### config.mk
export PLATFORM = sky130hd
export DESIGN_NAME = ones_frame_accumulator
export DESIGN_NICKNAME = d
export VERILOG_FILES = /design/src/rtl/ones_frame_pkg.sv /design/src/rtl/ones_frame_wcnt.sv /design/src/rtl/ones_frame_accumulator.sv
export SDC_FILE = /design/constraint.sdc
export NUM_CORES = 1
export LEC_CHECK = 0
export BUFFER_PORTS_ARGS = -buffer_cell sky130_fd_sc_hd__buf_2
export CAP_MARGIN = 30
export CORE_MARGIN = 1.5
export CORE_UTILIZATION = 55
export DETAILED_ROUTE_END_ITERATION = 8
export PLACE_DENSITY_LB_ADDON = 0.15
export SYNTH_ARGS = -nofsm -noshare
export SYNTH_HDL_FRONTEND = slang
export SYNTH_SLANG_ARGS = --single-unit
### constraint.sdc
create_clock -name clk -period 5.4 [get_ports clk]
set_input_delay 0.81 -clock clk [delete_from_list [all_inputs] [get_ports clk]]
set_output_delay 0.81 -clock clk [all_outputs]
set_load 0.02 [all_outputs]
### src/rtl/ones_frame_pkg.sv
// Shared types and constants for the ones-count frame accumulator.
// Holds the FSM state encoding and the count sanitising helper.
package ones_frame_pkg;

  typedef enum logic {
    ACC  = 1'b0,
    HOLD = 1'b1
  } state_t;

  localparam int COUNT_W   = 6;
  localparam int MAX_COUNT = 32;
  localparam int MIN_INIT  = 63;

  // Counts above 32 cannot come from a 32-bit word; treat them as 32.
  function automatic logic [COUNT_W-1:0] clamp_count(input logic [COUNT_W-1:0] c);
    return (c > COUNT_W'(MAX_COUNT)) ? COUNT_W'(MAX_COUNT) : c;
  endfunction

endpackage

### src/rtl/ones_frame_wcnt.sv
// Modulo-FRAME_WORDS word counter; 'last' flags the final word slot of a frame.
module ones_frame_wcnt #(
  parameter int FRAME_WORDS = 16,
  parameter int WCNT_W      = (FRAME_WORDS > 1) ? $clog2(FRAME_WORDS) : 1
) (
  input  logic              clk,
  input  logic              rst,
  input  logic              inc,
  output logic [WCNT_W-1:0] wcnt,
  output logic              last
);

  assign last = (wcnt == WCNT_W'(FRAME_WORDS - 1));

  always_ff @(posedge clk) begin
    if (rst) begin
      wcnt <= '0;
    end else if (inc) begin
      wcnt <= last ? '0 : wcnt + WCNT_W'(1);
    end
  end

endmodule

### src/rtl/ones_frame_accumulator.sv
// Accumulates FRAME_WORDS ones-counts into a frame total with min/max/err stats.
// Min/max tracking is built only when ONES_FRAME_MINMAX_EN is defined.
module ones_frame_accumulator
  import ones_frame_pkg::*;
#(
  parameter int FRAME_WORDS = 16,
  parameter int ACC_W       = 16
) (
  input  logic               clk,
  input  logic               rst,
  input  logic               in_valid,
  output logic               in_ready,
  input  logic [COUNT_W-1:0] in_count,
  output logic               out_valid,
  input  logic               out_ready,
  output logic [ACC_W-1:0]   out_total,
  output logic [COUNT_W-1:0] out_min,
  output logic [COUNT_W-1:0] out_max,
  output logic               out_err
);

  localparam int WCNT_W = (FRAME_WORDS > 1) ? $clog2(FRAME_WORDS) : 1;

  if (FRAME_WORDS < 1 || FRAME_WORDS > 1024) begin : g_bad_frame_words
    $error("ones_frame_accumulator: FRAME_WORDS must be in 1..1024");
  end
  if (ACC_W < COUNT_W + $clog2(FRAME_WORDS)) begin : g_bad_acc_w
    $error("ones_frame_accumulator: ACC_W too narrow for 32*FRAME_WORDS");
  end

  state_t             state, state_nxt;
  logic [WCNT_W-1:0]  wcnt;
  logic               last;
  logic               accept, take;
  logic               over;
  logic [COUNT_W-1:0] cnt_c;
  logic [ACC_W-1:0]   acc, sum_nxt;
  logic               rerr, err_nxt;

  assign in_ready  = !rst && ((state == ACC) || (state == HOLD && out_ready));
  assign out_valid = (state == HOLD);
  assign accept    = in_valid && in_ready;
  assign take      = out_valid && out_ready;

  assign over    = (in_count > COUNT_W'(MAX_COUNT));
  assign cnt_c   = clamp_count(in_count);
  assign sum_nxt = acc + ACC_W'(cnt_c);
  assign err_nxt = rerr || over;

  ones_frame_wcnt #(
    .FRAME_WORDS (FRAME_WORDS),
    .WCNT_W      (WCNT_W)
  ) u_wcnt (
    .clk  (clk),
    .rst  (rst),
    .inc  (accept),
    .wcnt (wcnt),
    .last (last)
  );

  always_ff @(posedge clk) begin
    if (rst) begin
      state <= ACC;
    end else begin
      state <= state_nxt;
    end
  end

  // A consumed result with a simultaneously completed frame (FRAME_WORDS=1) stays in HOLD.
  always_comb begin
    state_nxt = state;
    case (state)
      ACC: begin
        if (accept && last) state_nxt = HOLD;
      end
      HOLD: begin
        if (take) state_nxt = (accept && last) ? HOLD : ACC;
      end
      default: state_nxt = ACC;
    endcase
  end

  // Running registers return to neutral values at frame end so the next word loads cleanly.
  always_ff @(posedge clk) begin
    if (rst) begin
      acc       <= '0;
      rerr      <= 1'b0;
      out_total <= '0;
      out_err   <= 1'b0;
    end else if (accept) begin
      if (last) begin
        out_total <= sum_nxt;
        out_err   <= err_nxt;
        acc       <= '0;
        rerr      <= 1'b0;
      end else begin
        acc  <= sum_nxt;
        rerr <= err_nxt;
      end
    end
  end

`ifdef ONES_FRAME_MINMAX_EN
  logic [COUNT_W-1:0] rmin, rmax, min_nxt, max_nxt;

  assign min_nxt = (cnt_c < rmin) ? cnt_c : rmin;
  assign max_nxt = (cnt_c > rmax) ? cnt_c : rmax;

  always_ff @(posedge clk) begin
    if (rst) begin
      rmin    <= COUNT_W'(MIN_INIT);
      rmax    <= '0;
      out_min <= '0;
      out_max <= '0;
    end else if (accept) begin
      if (last) begin
        out_min <= min_nxt;
        out_max <= max_nxt;
        rmin    <= COUNT_W'(MIN_INIT);
        rmax    <= '0;
      end else begin
        rmin <= min_nxt;
        rmax <= max_nxt;
      end
    end
  end
`else
  assign out_min = '0;
  assign out_max = '0;
`endif

endmodule

==> summary.txt <==
Outcome
  – Status: finished, final reports clean

Worst setup path
  – Bufs and invs on worst path: 1
  – Slowest stage delay, CP: between 400 and 500 ps
  – CP arrival: around 2700 ps
  – Crit path max-delay cell type: o21a_1
  – Cell family with most CP delay: compound AO/OA/AOI/OAI gates
  – Critical path peak fanout: 15
  – Crit path capture type: flip-flop
  – CP Class: in -> reg
  – R2R depth: 5
  – Critical path launch point type: primary input
  – CP cell instances: buf_2 -> nor2b_1 -> ha_1 -> a211oi_1 -> o21a_1 -> nor4_1 -> a311o_1
  – Critical Path RT: between 5000 and 6000 ps
  – Crit path depth: 7

Clock tree
  – Setup bufs post-CTS: 0
  – Post-CTS resize count: 0
  – CTS tree: built
  – Clock sink count: 39
  – CTS Buffer Depth: 2
  – Max H-tree Level: 2
  – Hold buffers post-CTS: 0
  – Skew-Pair Late Insertion Delay: approximately 280 ps
  – Clk slew on worst S/H paths: 70 ps
  – Clock Root Buffer: clkbuf_8
  – CTS buffer count: 5

Layout
  – Syn-to-layout area delta: 7.92%
  – Fin area: approximately 2400 µm²
  – N_diodes: 0
  – Nets: approximately 290
  – Share of layout cells above drive strength 1: approximately 17%

STA
  – Final WS setup: roughly 2900 ps
  – Clock skew: 4.63 ps
  – Setup TNS: 0 ps
  – Max_slew headroom: roughly 29%
  – Final setup fails: 0
  – Final Hold Viols: 0
  – Unrepaired setup endpoints after global routing: no
  – Final min period: ~2500 ps
  – Max Freq: roughly 0.39 GHz
  – Worst Tran Pin Value: approximately 1100 ps
  – Final Max Slew Viols: 0
  – Final worst-path cycle share: approximately 47%

Route
  – DR vias: between 1500 and 2000
  – Via density: about 5.9
  – Routed len/inst: between 10 and 15 µm
  – Drt drc: 0
  – Initial drt markers: 114
  – Post-Route WL: 4690 µm
  – First-pass iteration count of the detailed router: 5
  – Antenna-violating nets left: 0

Yosys
  – Synth Area in Compound Gates: 25.7%
  – Synth Warn #: 0
  – Async set or reset register ratio after synthesis: 0%
  – Seq cells post-synth: 39
  – Mux share of post-synthesis cell area: under 10%
  – Register area share after synthesis: 35.8%
  – Synth Area in XOR/XNOR: under 10%
  – Largest family of logic cells by synthesized area: compound AO/OA/AOI/OAI gates
  – Post-synth EDFFs: 0
  – Avg Synthesized Cell Area: roughly 9 µm²
  – Post-Synth Simple-Gate Area: 21.2%
  – Top FF cell, synth: dfxtp_1
  – Synth cell types: 52
  – Cell Area, Synth: 2180 µm²
  – Adder-cell share of the synthesized area: under 10%
  – Gate Count Post-Synth: about 240

Hold path
  – Hold path cells: 2
  – Worst hold path class: reg -> reg

Power and ir drop
  – Share of power burned in combinational logic: roughly 12%
  – Clock power frac: roughly 34%
  – Pwr Total: 551 µW
  – Part of the power in registers: a little over half
  – Cell Int Power: 404 µW
  – Maximum vdd drop: 0.156 mV
  – P_sw: about 150 µW
  – Sw Ratio: ~27%
  – Pwr/cell area: about 230 nW/µm²
  – P_leak: 0.00101 µW

Floorplanning
  – Die Width: around 66 µm
  – Io pins: 41
  – Initial core utilization: about 60%
  – Die area: between 4000 and 5000 µm²
  – Die Height: ~66 µm
  – Core Region: between 3000 and 4000 µm²
  – Num rows: 22

Placed design
  – Pre-CTS setup slack: between 2000 and 3000 ps
  – Gp weighted congestion: a little under 0.9
  – Post-DP HPWL: about 3300 µm
  – DP Area: around 2300 µm²
  – IO Port Bufs: 28

Global routing
  – All-Layer GR Usage: 23.2%
  – Initial antenna violation count: 0
  – Vias in the first global route: 1661
  – Largest net degree at the start of global routing: 20
  – First-pass GRT wire length: between 7000 and 8000 µm
  – Gr ovfl total: 0

Job
  – Max cap viols: 0
-- cell type report --
| cell class | instances | area [µm²] |
|---|---|---|
| Multi-Input combinational cell | 188 | 1270 |
| Sequential cell | 39 | 781 |
| Clock buffer | 7 | 76.3 |
| Clock inverter | 1 | 5.00 |
| Fill cell | 355 | 1390 |
| Tap cell | 48 | 60.1 |
| Timing Repair Buffer | 29 | 148 |
| Inverter | 4 | 15.0 |
-- synthesized netlist by cell type, drive strengths merged, types with 2 or more instances --
master	instances	area, µm²
clkbuf	4	16.3
a311oi	2	17.5
a21o	3	22.5
a211oi	3	22.5
o21ai	15	75.1
nor3	3	20.0
o311a	2	20.0
nand2	21	78.8
nor2	9	33.8
or4	8	60.1
o31ai	2	15.0
nand4	2	18.8
ha	7	87.6
a22oi	3	22.5
dfxtp	39	781
o211a	5	50.1
nor4	6	37.5
a311o	6	60.1
and4	2	17.5
buf	20	146
nand2b	3	18.8
a21oi	10	50.1
a22o	3	26.3
a31oi	9	56.3
xnor2	2	17.5
and3	2	12.5
mux2	3	33.8
nor2b	10	70.1
nand3	13	75.1
inv	4	15.0
o21a	3	23.8
xor2	3	26.3
o211ai	7	52.6
-- sequential cells by signal (all words and copies together), names as in the netlist --
name	cells
out_valid	1
out_total	16
rerr	1
u_wcnt.wcnt	4
acc	16
out_err	1
-- path summary, 6_finish.rpt --
check | startpoint | to | slack (ps)
worst max-delay path | in_count[5] | out_total[11] | 2860
worst min-delay path | out_total[2] | out_total[2] | 450
worst max register to register | u_wcnt.wcnt[0] | acc[11] | 3290
worst min register to register | out_total[2] | out_total[2] | 450
-- stage by stage --
stage / hold WS, ps / util (%) / cells
after floorplan: 433 / - / 255
after global routing: 480 / 62.9 / 316
after CTS: 462 / 62.9 / 316
final: 454 / 62.9 / 316
after detailed placement: 449 / 60.7 / 308
after global placement: 443 / 60.7 / 308
-- cells by family (layout without fill, tap and decap cells) --
| family | count (synthesis) | count (layout) |
|---|---|---|
| other | 1 | 12 |
| DFF | 39 | 39 |
| xor gates and xnor gates | 5 | 5 |
| and+or+nand+nor | 81 | 81 |
| buffers and inverters | 28 | 41 |
| muxes | 4 | 4 |
| adders and majority gates | 8 | 8 |
| AOI/OAI and AO/OA | 78 | 78 |
-- layout by cell type, fill, tap and decap left out, drive strengths merged, types with 8 or more instances in the layout --
cell / synthesis / routed
nor2b: 10 / 10
nand3: 13 / 13
conb: 1 / 12
or4: 8 / 8
nand2: 21 / 21
buf: 20 / 29
a21oi: 10 / 10
dfxtp: 39 / 39
a31oi: 9 / 9
o21ai: 15 / 15
nor2: 9 / 9
-- power groups by stage --
stage / logic (µW) / registers (µW) / clock network (µW)
floorplan: 59.9 / 303 / 0
global placement: 65.3 / 304 / 0
detailed placement: 65.8 / 304 / 0
CTS: 66.0 / 298 / 191
global route: 74.2 / 298 / 207
finish: 66.8 / 298 / 187
-- layer usage --
layer | track usage [%] | vias up | wire length (µm)
met5 | 0 | - | 0
met4 | 8.16 | 0 | 34
met3 | 4.77 | 5 | 232
met2 | 36.0 | 52 | 2070
met1 | 31.8 | 865 | 2360
li1 | - | 952 | -
-- tightest hold or removal path: cells and delay by family (launching register included) --
kind	cells	cell delay, ps
DFF	1	310
and+or+nand+nor	1	50
AOI/OAI and AO/OA	1	50
Power figures use the tool's default switching activity.
